<file path="config.mk">
export PLATFORM = sky130hd
export DESIGN_NAME = i2c_codec_target
export DESIGN_NICKNAME = d
export VERILOG_FILES = /design/src/rtl/i2c_codec_target_pkg.sv /design/src/rtl/i2c_line_sync.sv /design/src/rtl/i2c_codec_target.sv
export SDC_FILE = /design/constraint.sdc
export NUM_CORES = 1
export LEC_CHECK = 0
export ABC_AREA = 0
export CAP_MARGIN = 20
export CORE_MARGIN = 2
export CORE_UTILIZATION = 40
export DETAILED_ROUTE_END_ITERATION = 8
export REMOVE_ABC_BUFFERS = 1
export SLEW_MARGIN = 20
export SYNTH_ARGS = -nofsm -noshare
export SYNTH_HDL_FRONTEND = slang
export SYNTH_SLANG_ARGS = --single-unit
</file>
<file path="constraint.sdc">
create_clock -name clk -period 3.05 [get_ports clk]
set_input_delay 0.305 -clock clk [delete_from_list [all_inputs] [get_ports clk]]
set_output_delay 0.305 -clock clk [all_outputs]
set_load 0.05 [all_outputs]
</file>
<file path="src/rtl/i2c_codec_target_pkg.sv">
// Shared constants for the codec control-port target: device address, register map, FSM encoding.
// Latency: n/a (declarations only).
// Backpressure: n/a.
package i2c_codec_target_pkg;

    localparam logic [6:0] CODEC_DEV_ADDR  = 7'h1A;
    localparam int         CODEC_NUM_REGS  = 10;
    localparam logic [6:0] CODEC_RESET_REG = 7'd15;

    // Codec register map, indices 0..9
    localparam logic [3:0] REG_LIN_L    = 4'd0;
    localparam logic [3:0] REG_LIN_R    = 4'd1;
    localparam logic [3:0] REG_HP_L     = 4'd2;
    localparam logic [3:0] REG_HP_R     = 4'd3;
    localparam logic [3:0] REG_ANALOG   = 4'd4;
    localparam logic [3:0] REG_DIGITAL  = 4'd5;
    localparam logic [3:0] REG_POWER    = 4'd6;
    localparam logic [3:0] REG_FORMAT   = 4'd7;
    localparam logic [3:0] REG_SAMPLING = 4'd8;
    localparam logic [3:0] REG_ACTIVE   = 4'd9;

    // Frame FSM encoding
    typedef logic [3:0] state_t;
    localparam state_t ST_IDLE      = 4'd0;
    localparam state_t ST_ADDR      = 4'd1;
    localparam state_t ST_ACK_A     = 4'd2;
    localparam state_t ST_BYTE_H    = 4'd3;
    localparam state_t ST_ACK_H     = 4'd4;
    localparam state_t ST_BYTE_L    = 4'd5;
    localparam state_t ST_ACK_L     = 4'd6;
    localparam state_t ST_WAIT_STOP = 4'd7;
    localparam state_t ST_IGNORE    = 4'd8;

endpackage

</file>
<file path="src/rtl/i2c_line_sync.sv">
// Synchronizes SCL/SDA pads and flags START, STOP, SCL rise and SCL fall as 1-cycle strobes.
// Latency: 3 clk from a pad edge to the registered strobe.
// Backpressure: none; strobes are fire-and-forget, the consumer must act in the strobe cycle.
module i2c_line_sync (
    input  logic clk,
    input  logic rst_n,
    input  logic scl_i,
    input  logic sda_i,
    output logic sda,
    output logic scl_rise,
    output logic scl_fall,
    output logic start,
    output logic stop
);

    logic scl_s1, scl_s2, scl_d;
    logic sda_s1, sda_s2, sda_d;

    // Two-flop synchronizers plus one delay stage; reset to bus-idle (high) so release of reset raises no false START
    always_ff @(posedge clk) begin
        if (!rst_n) begin
            scl_s1   <= 1'b1;
            scl_s2   <= 1'b1;
            scl_d    <= 1'b1;
            sda_s1   <= 1'b1;
            sda_s2   <= 1'b1;
            sda_d    <= 1'b1;
            scl_rise <= 1'b0;
            scl_fall <= 1'b0;
            start    <= 1'b0;
            stop     <= 1'b0;
        end else begin
            scl_s1   <= scl_i;
            scl_s2   <= scl_s1;
            scl_d    <= scl_s2;
            sda_s1   <= sda_i;
            sda_s2   <= sda_s1;
            sda_d    <= sda_s2;
            scl_rise <= scl_s2 & ~scl_d;
            scl_fall <= ~scl_s2 & scl_d;
            start    <= scl_s2 & scl_d & sda_d & ~sda_s2;
            stop     <= scl_s2 & scl_d & ~sda_d & sda_s2;
        end
    end

    // sda_d lines up with the registered scl_rise strobe
    assign sda = sda_d;

endmodule

</file>
<file path="src/rtl/i2c_codec_target.sv">
// I2C write-only target emulating the codec control port; 3-byte frames land in a 9-bit register file.
// Latency: reg_wr_o 1 clk after the detected 9th SCL rise of the data byte; rd_data_o 1 clk after rd_addr_i.
// Backpressure: none on the bus side beyond ACK/NACK; unsupported addresses and extra bytes are NACKed.
module i2c_codec_target
    import i2c_codec_target_pkg::*;
#(
    parameter logic [6:0] DEV_ADDR = CODEC_DEV_ADDR,
    parameter int         NUM_REGS = CODEC_NUM_REGS
) (
    input  logic       clk,
    input  logic       rst_n,
    input  logic       scl_i,
    input  logic       sda_i,
    output logic       sda_oe_o,
    output logic       reg_wr_o,
    output logic [6:0] reg_addr_o,
    output logic [8:0] reg_data_o,
    input  logic [3:0] rd_addr_i,
    output logic [8:0] rd_data_o,
    output logic       active_o,
    output logic       busy_o
);

    localparam logic [6:0] ADDR_LIMIT = 7'(NUM_REGS);
    localparam logic [3:0] RD_LIMIT   = 4'(NUM_REGS);

    logic       sda_bit, scl_rise, scl_fall, start, stop;
    state_t     state;
    logic [3:0] bit_cnt;
    logic [7:0] shreg;
    logic [6:0] addr_q;
    logic       data_hi;
    logic [8:0] wr_data;
    logic       commit;
    logic [8:0] regs [NUM_REGS];

    i2c_line_sync u_line_sync (
        .clk      (clk),
        .rst_n    (rst_n),
        .scl_i    (scl_i),
        .sda_i    (sda_i),
        .sda      (sda_bit),
        .scl_rise (scl_rise),
        .scl_fall (scl_fall),
        .start    (start),
        .stop     (stop)
    );

    assign wr_data = {data_hi, shreg};
    // A START/STOP in the same cycle abandons the frame, so it also blocks the commit
    assign commit  = (state == ST_ACK_L) && scl_rise && !start && !stop;

    // Frame FSM: shifts bytes on SCL rise, moves the ACK driver only on SCL fall
    always_ff @(posedge clk) begin
        if (!rst_n) begin
            state    <= ST_IDLE;
            bit_cnt  <= 4'd0;
            shreg    <= 8'd0;
            addr_q   <= 7'd0;
            data_hi  <= 1'b0;
            sda_oe_o <= 1'b0;
        end else if (stop) begin
            state    <= ST_IDLE;
            sda_oe_o <= 1'b0;
        end else if (start) begin
            state    <= ST_ADDR;
            bit_cnt  <= 4'd0;
            sda_oe_o <= 1'b0;
        end else begin
            case (state)
                ST_ADDR, ST_BYTE_H, ST_BYTE_L: begin
                    if (scl_rise && bit_cnt != 4'd8) begin
                        shreg   <= {shreg[6:0], sda_bit};
                        bit_cnt <= bit_cnt + 4'd1;
                    end else if (scl_fall && bit_cnt == 4'd8) begin
                        if (state == ST_ADDR) begin
                            if (shreg == {DEV_ADDR, 1'b0}) begin
                                state    <= ST_ACK_A;
                                sda_oe_o <= 1'b1;
                            end else begin
                                state    <= ST_IGNORE;
                            end
                        end else if (state == ST_BYTE_H) begin
                            addr_q   <= shreg[7:1];
                            data_hi  <= shreg[0];
                            state    <= ST_ACK_H;
                            sda_oe_o <= 1'b1;
                        end else begin
                            // The reset register sits outside the map but is always accepted
                            if (addr_q < ADDR_LIMIT || addr_q == CODEC_RESET_REG) begin
                                state    <= ST_ACK_L;
                                sda_oe_o <= 1'b1;
                            end else begin
                                state    <= ST_IGNORE;
                            end
                        end
                    end
                end
                ST_ACK_A, ST_ACK_H: begin
                    if (scl_fall) begin
                        sda_oe_o <= 1'b0;
                        bit_cnt  <= 4'd0;
                        state    <= (state == ST_ACK_A) ? ST_BYTE_H : ST_BYTE_L;
                    end
                end
                ST_ACK_L: begin
                    // ACK stays driven through the 9th clock; WAIT_STOP releases it on the next fall
                    if (scl_rise) begin
                        state <= ST_WAIT_STOP;
                    end
                end
                ST_WAIT_STOP: begin
                    if (scl_fall) begin
                        sda_oe_o <= 1'b0;
                    end
                end
                default: begin
                end
            endcase
        end
    end

    // Register file and commit outputs; the reset command wipes the whole map
    always_ff @(posedge clk) begin
        if (!rst_n) begin
            for (int i = 0; i < NUM_REGS; i++) begin
                regs[i] <= 9'd0;
            end
            reg_wr_o   <= 1'b0;
            reg_addr_o <= 7'd0;
            reg_data_o <= 9'd0;
        end else begin
            reg_wr_o <= commit;
            if (commit) begin
                reg_addr_o <= addr_q;
                reg_data_o <= wr_data;
                if (addr_q == CODEC_RESET_REG) begin
                    if (wr_data == 9'd0) begin
                        for (int i = 0; i < NUM_REGS; i++) begin
                            regs[i] <= 9'd0;
                        end
                    end
                end else begin
                    regs[addr_q[3:0]] <= wr_data;
                end
            end
        end
    end

    // Registered readback; a same-cycle write is seen on the following read
    always_ff @(posedge clk) begin
        if (!rst_n) begin
            rd_data_o <= 9'd0;
        end else begin
            rd_data_o <= (rd_addr_i < RD_LIMIT) ? regs[rd_addr_i] : 9'd0;
        end
    end

    assign active_o = regs[REG_ACTIVE][0];
    assign busy_o   = (state != ST_IDLE);

endmodule
</file>
==> flow_summary_export.csv <==
group,metric,value,unit
timing,slew_violations,0,
routing,vias_per_cell,5.20,
min_path,min_path_type,"reg2reg",
die,die_area,17600,um^2
timing,period_share,0.888,
global_route,grt_pass1_wl,23500,um
setup_path,cp_max_fo,19,
global_route,grt_start_max_net_pins,31,
yosys,seq_area_frac_synth,0.593,
clock_network,path_clk_slew,60,ps
die,num_rows,47,
global_route,gr-total-overflow,0,
timing,finalClockSkew,8.47,ps
yosys,synth_top_area_frac,0.408,
power_and_ir_drop,power.total,4610,uW
global_route,grt_pass1_vias,4298,
clock_network,ctsResizeCount,0,
global_route,grt_use_total,0.177,
setup_path,cp-startpoint,"state[3]",
timing,fin_setup_tns,0,ps
final_layout,finalCoreUtilization,0.480,
power_and_ir_drop,p_seq_frac,0.484,
die,design.core.area,16300,um^2
final_layout,final_common_cell,"and2_1",
yosys,yosys-top-cells-area,"edfxtp_1, dfxtp_1, and2_1",
final_layout,insertedDiodeCount,0,
yosys,syn_avg_cell_area,12.2,um^2
yosys,yosys.area.top_type,"edfxtp_1",
flow_run,drv_cap,0,
final_layout,drive_gt1_frac,0.123,
clock_network,htree_num_levels,4,
die,start_util,0.405,
global_route,antenna_found_initial,0,
clock_network,cts_num_sinks,151,
timing,finalHoldViolCount,0,
routing,drc,0,
yosys,synth_edf_count,90,
yosys,yosysUniqueCellTypes,54,
routing,wl,14800,um
yosys,ys_ff_latch,151,
setup_path,critical_path_class,"reg2reg",
final_layout,final_cells,814,
final_layout,final_nets,591,
power_and_ir_drop,ir_drop,0.000403,V
power_and_ir_drop,p_comb_frac,0.047,
placement,place_hpwl,10200,um
yosys,synth_cells,543,
routing,routed-via-count,4234,
yosys,async_flop_share,0,
timing,rsz0062_at_grt,"false",
power_and_ir_drop,leakagePower,0.00291,uW
routing,drt-initial-drc-count,295,
power_and_ir_drop,switchingPower,928,uW
timing,max_slew_margin,0.438,
timing,timing.hold.ws,408,ps
routing,ant_nets,0,
yosys,synth_area,6620,um^2
setup_path,crit_path_end_kind,"flip-flop",
clock_network,post-cts-setup-buffers,0,
setup_path,crit_required,3100,ps
routing,wire_per_inst,18.2,um
timing,fin_crit,2710,ps
yosys,ys_warn_count,0,
setup_path,arrival,2760,ps
setup_path,critPathLaunchType,"flip-flop",
power_and_ir_drop,power.density,587,nW/um^2
power_and_ir_drop,clkPwrFrac,0.469,
min_path,min_from,"u_line_sync.scl_s1",
placement,dp.cells,782,
clock_network,cts_tree,"yes",
clock_network,numCtsBuffers,17,
clock_network,clk_latency,420,ps
yosys,synth_ff_type,"edfxtp_1",
power_and_ir_drop,p_sw_frac,0.201,
timing,worstMarginPinSlew,837,ps
power_and_ir_drop,p_int,3680,uW
timing,setup_viol,0,
clock_network,root_buffer,"clkbuf_16",
clock_network,cts_hold_buf,0,
placement,io_buffer_count,36,
clock_network,cts_max_path_buffers,2,
final_layout,area_delta_synth_final,18.7,%
timing,max_freq,369,MHz
die,die_w,133,um
final_layout,most-common-layout-cells,"and2_1, edfxtp_1, dfxtp_1, nand2_1, clkdlybuf4s50_1",
routing,drt_pass1_iterations,4,
placement,gp_congestion,0.834,
setup_path,timing.rr.start,"state[3]",
die,die_h,133,um
die,ios,37,
run_status,status,"finished, final reports clean",
[critical path, cell delays in order (launching register included)]
cell     delay [ps]
dfxtp_1         380
nor4_2          580
nand2_2         390
o31a_4          520
o21ai_1         470
[cells by family after synthesis]
family / Yosys count / share of synthesized area
DFF: 151 / 0.593
AOI/OAI and AO/OA: 69 / 0.0726
and+or+nand+nor: 232 / 0.201
adders and majority gates: 2 / 0.00378
buffers and inverters: 42 / 0.0250
xor gates and xnor gates: 2 / 0.00265
muxes: 45 / 0.102
[area by class of cell]
type	instances	area (um^2)
clock buffers	22	454
clock inverters	10	151
fillers	1504	8490
inverters	6	22.5
multi-input cells	350	2530
flip-flops and latches	151	3920
well taps	220	275
repair buffers	55	498
[cells in the mapped netlist (5+ instances only)]
| cell | n |
|---|---|
| o22ai_1 | 9 |
| inv_1 | 6 |
| a21boi_1 | 16 |
| edfxtp_1 | 90 |
| dfxtp_1 | 61 |
| o21ai_0 | 5 |
| nor3b_1 | 5 |
| and2_1 | 93 |
| nor2_1 | 16 |
| mux2i_1 | 27 |
| nand3_1 | 13 |
| buf_2 | 6 |
| a21boi_0 | 9 |
| mux4_2 | 18 |
| o21ai_1 | 9 |
| nand2b_1 | 12 |
| clkbuf_1 | 27 |
| nand2_1 | 50 |
| nor2b_1 | 9 |
| nand4_1 | 6 |
[final timing paths]
kind / to / slack (ps) / cells past startpoint
worst max-delay path: regs[5][7] / 340 / 4
worst min-delay path: u_line_sync.scl_s2 / 410 / 1
worst max register to register: regs[5][7] / 340 / 4
worst min register to register: u_line_sync.scl_s2 / 410 / 1
[registers in the layout (all words and copies together) (netlist names)]
| name | cells |
|---|---|
| addr_q | 7 |
| bit_cnt | 4 |
| data_hi | 1 |
| rd_data_o | 9 |
| reg_addr_o | 7 |
| reg_data_o | 9 |
| reg_wr_o | 1 |
| regs | 90 |
| sda_oe_o | 1 |
| shreg | 8 |
| state | 4 |
| u_line_sync.scl_d | 1 |
| u_line_sync.scl_fall | 1 |
| u_line_sync.scl_rise | 1 |
| u_line_sync.scl_s1 | 1 |
| u_line_sync.scl_s2 | 1 |
| u_line_sync.sda | 1 |
| u_line_sync.sda_s1 | 1 |
| u_line_sync.sda_s2 | 1 |
| u_line_sync.start | 1 |
| u_line_sync.stop | 1 |
[power by group through the flow]
stage	Combinational [uW]	Clock (uW)	Sequential, uW
after floorplan	107	0	2290
after global placement	216	0	2270
after detailed placement	221	0	2270
after CTS	221	2190	2230
after global routing	234	2280	2230
final	218	2160	2230
[metrics by stage]
| stage | setup slack [ps] | cell area [um^2] |
|---|---|---|
| 6_report | 341 | 7850 |
| 5_1_grt | 144 | 7850 |
| 2_1_floorplan | 619 | 6470 |
| 3_5_place_dp | 324 | 7250 |
| 3_3_place_gp | 429 | 7250 |
| 4_1_cts | 295 | 7850 |
[metal layers]
metal | global-route usage | vias to the layer above | share of wire
met5 | 0 | - | 0
met4 | 0.0890 | 0 | 0.036
met3 | 0.0441 | 24 | 0.041
met2 | 0.286 | 88 | 0.48
met1 | 0.222 | 2094 | 0.44
li1 | - | 2028 | -
(Power assumes the default switching activity.)
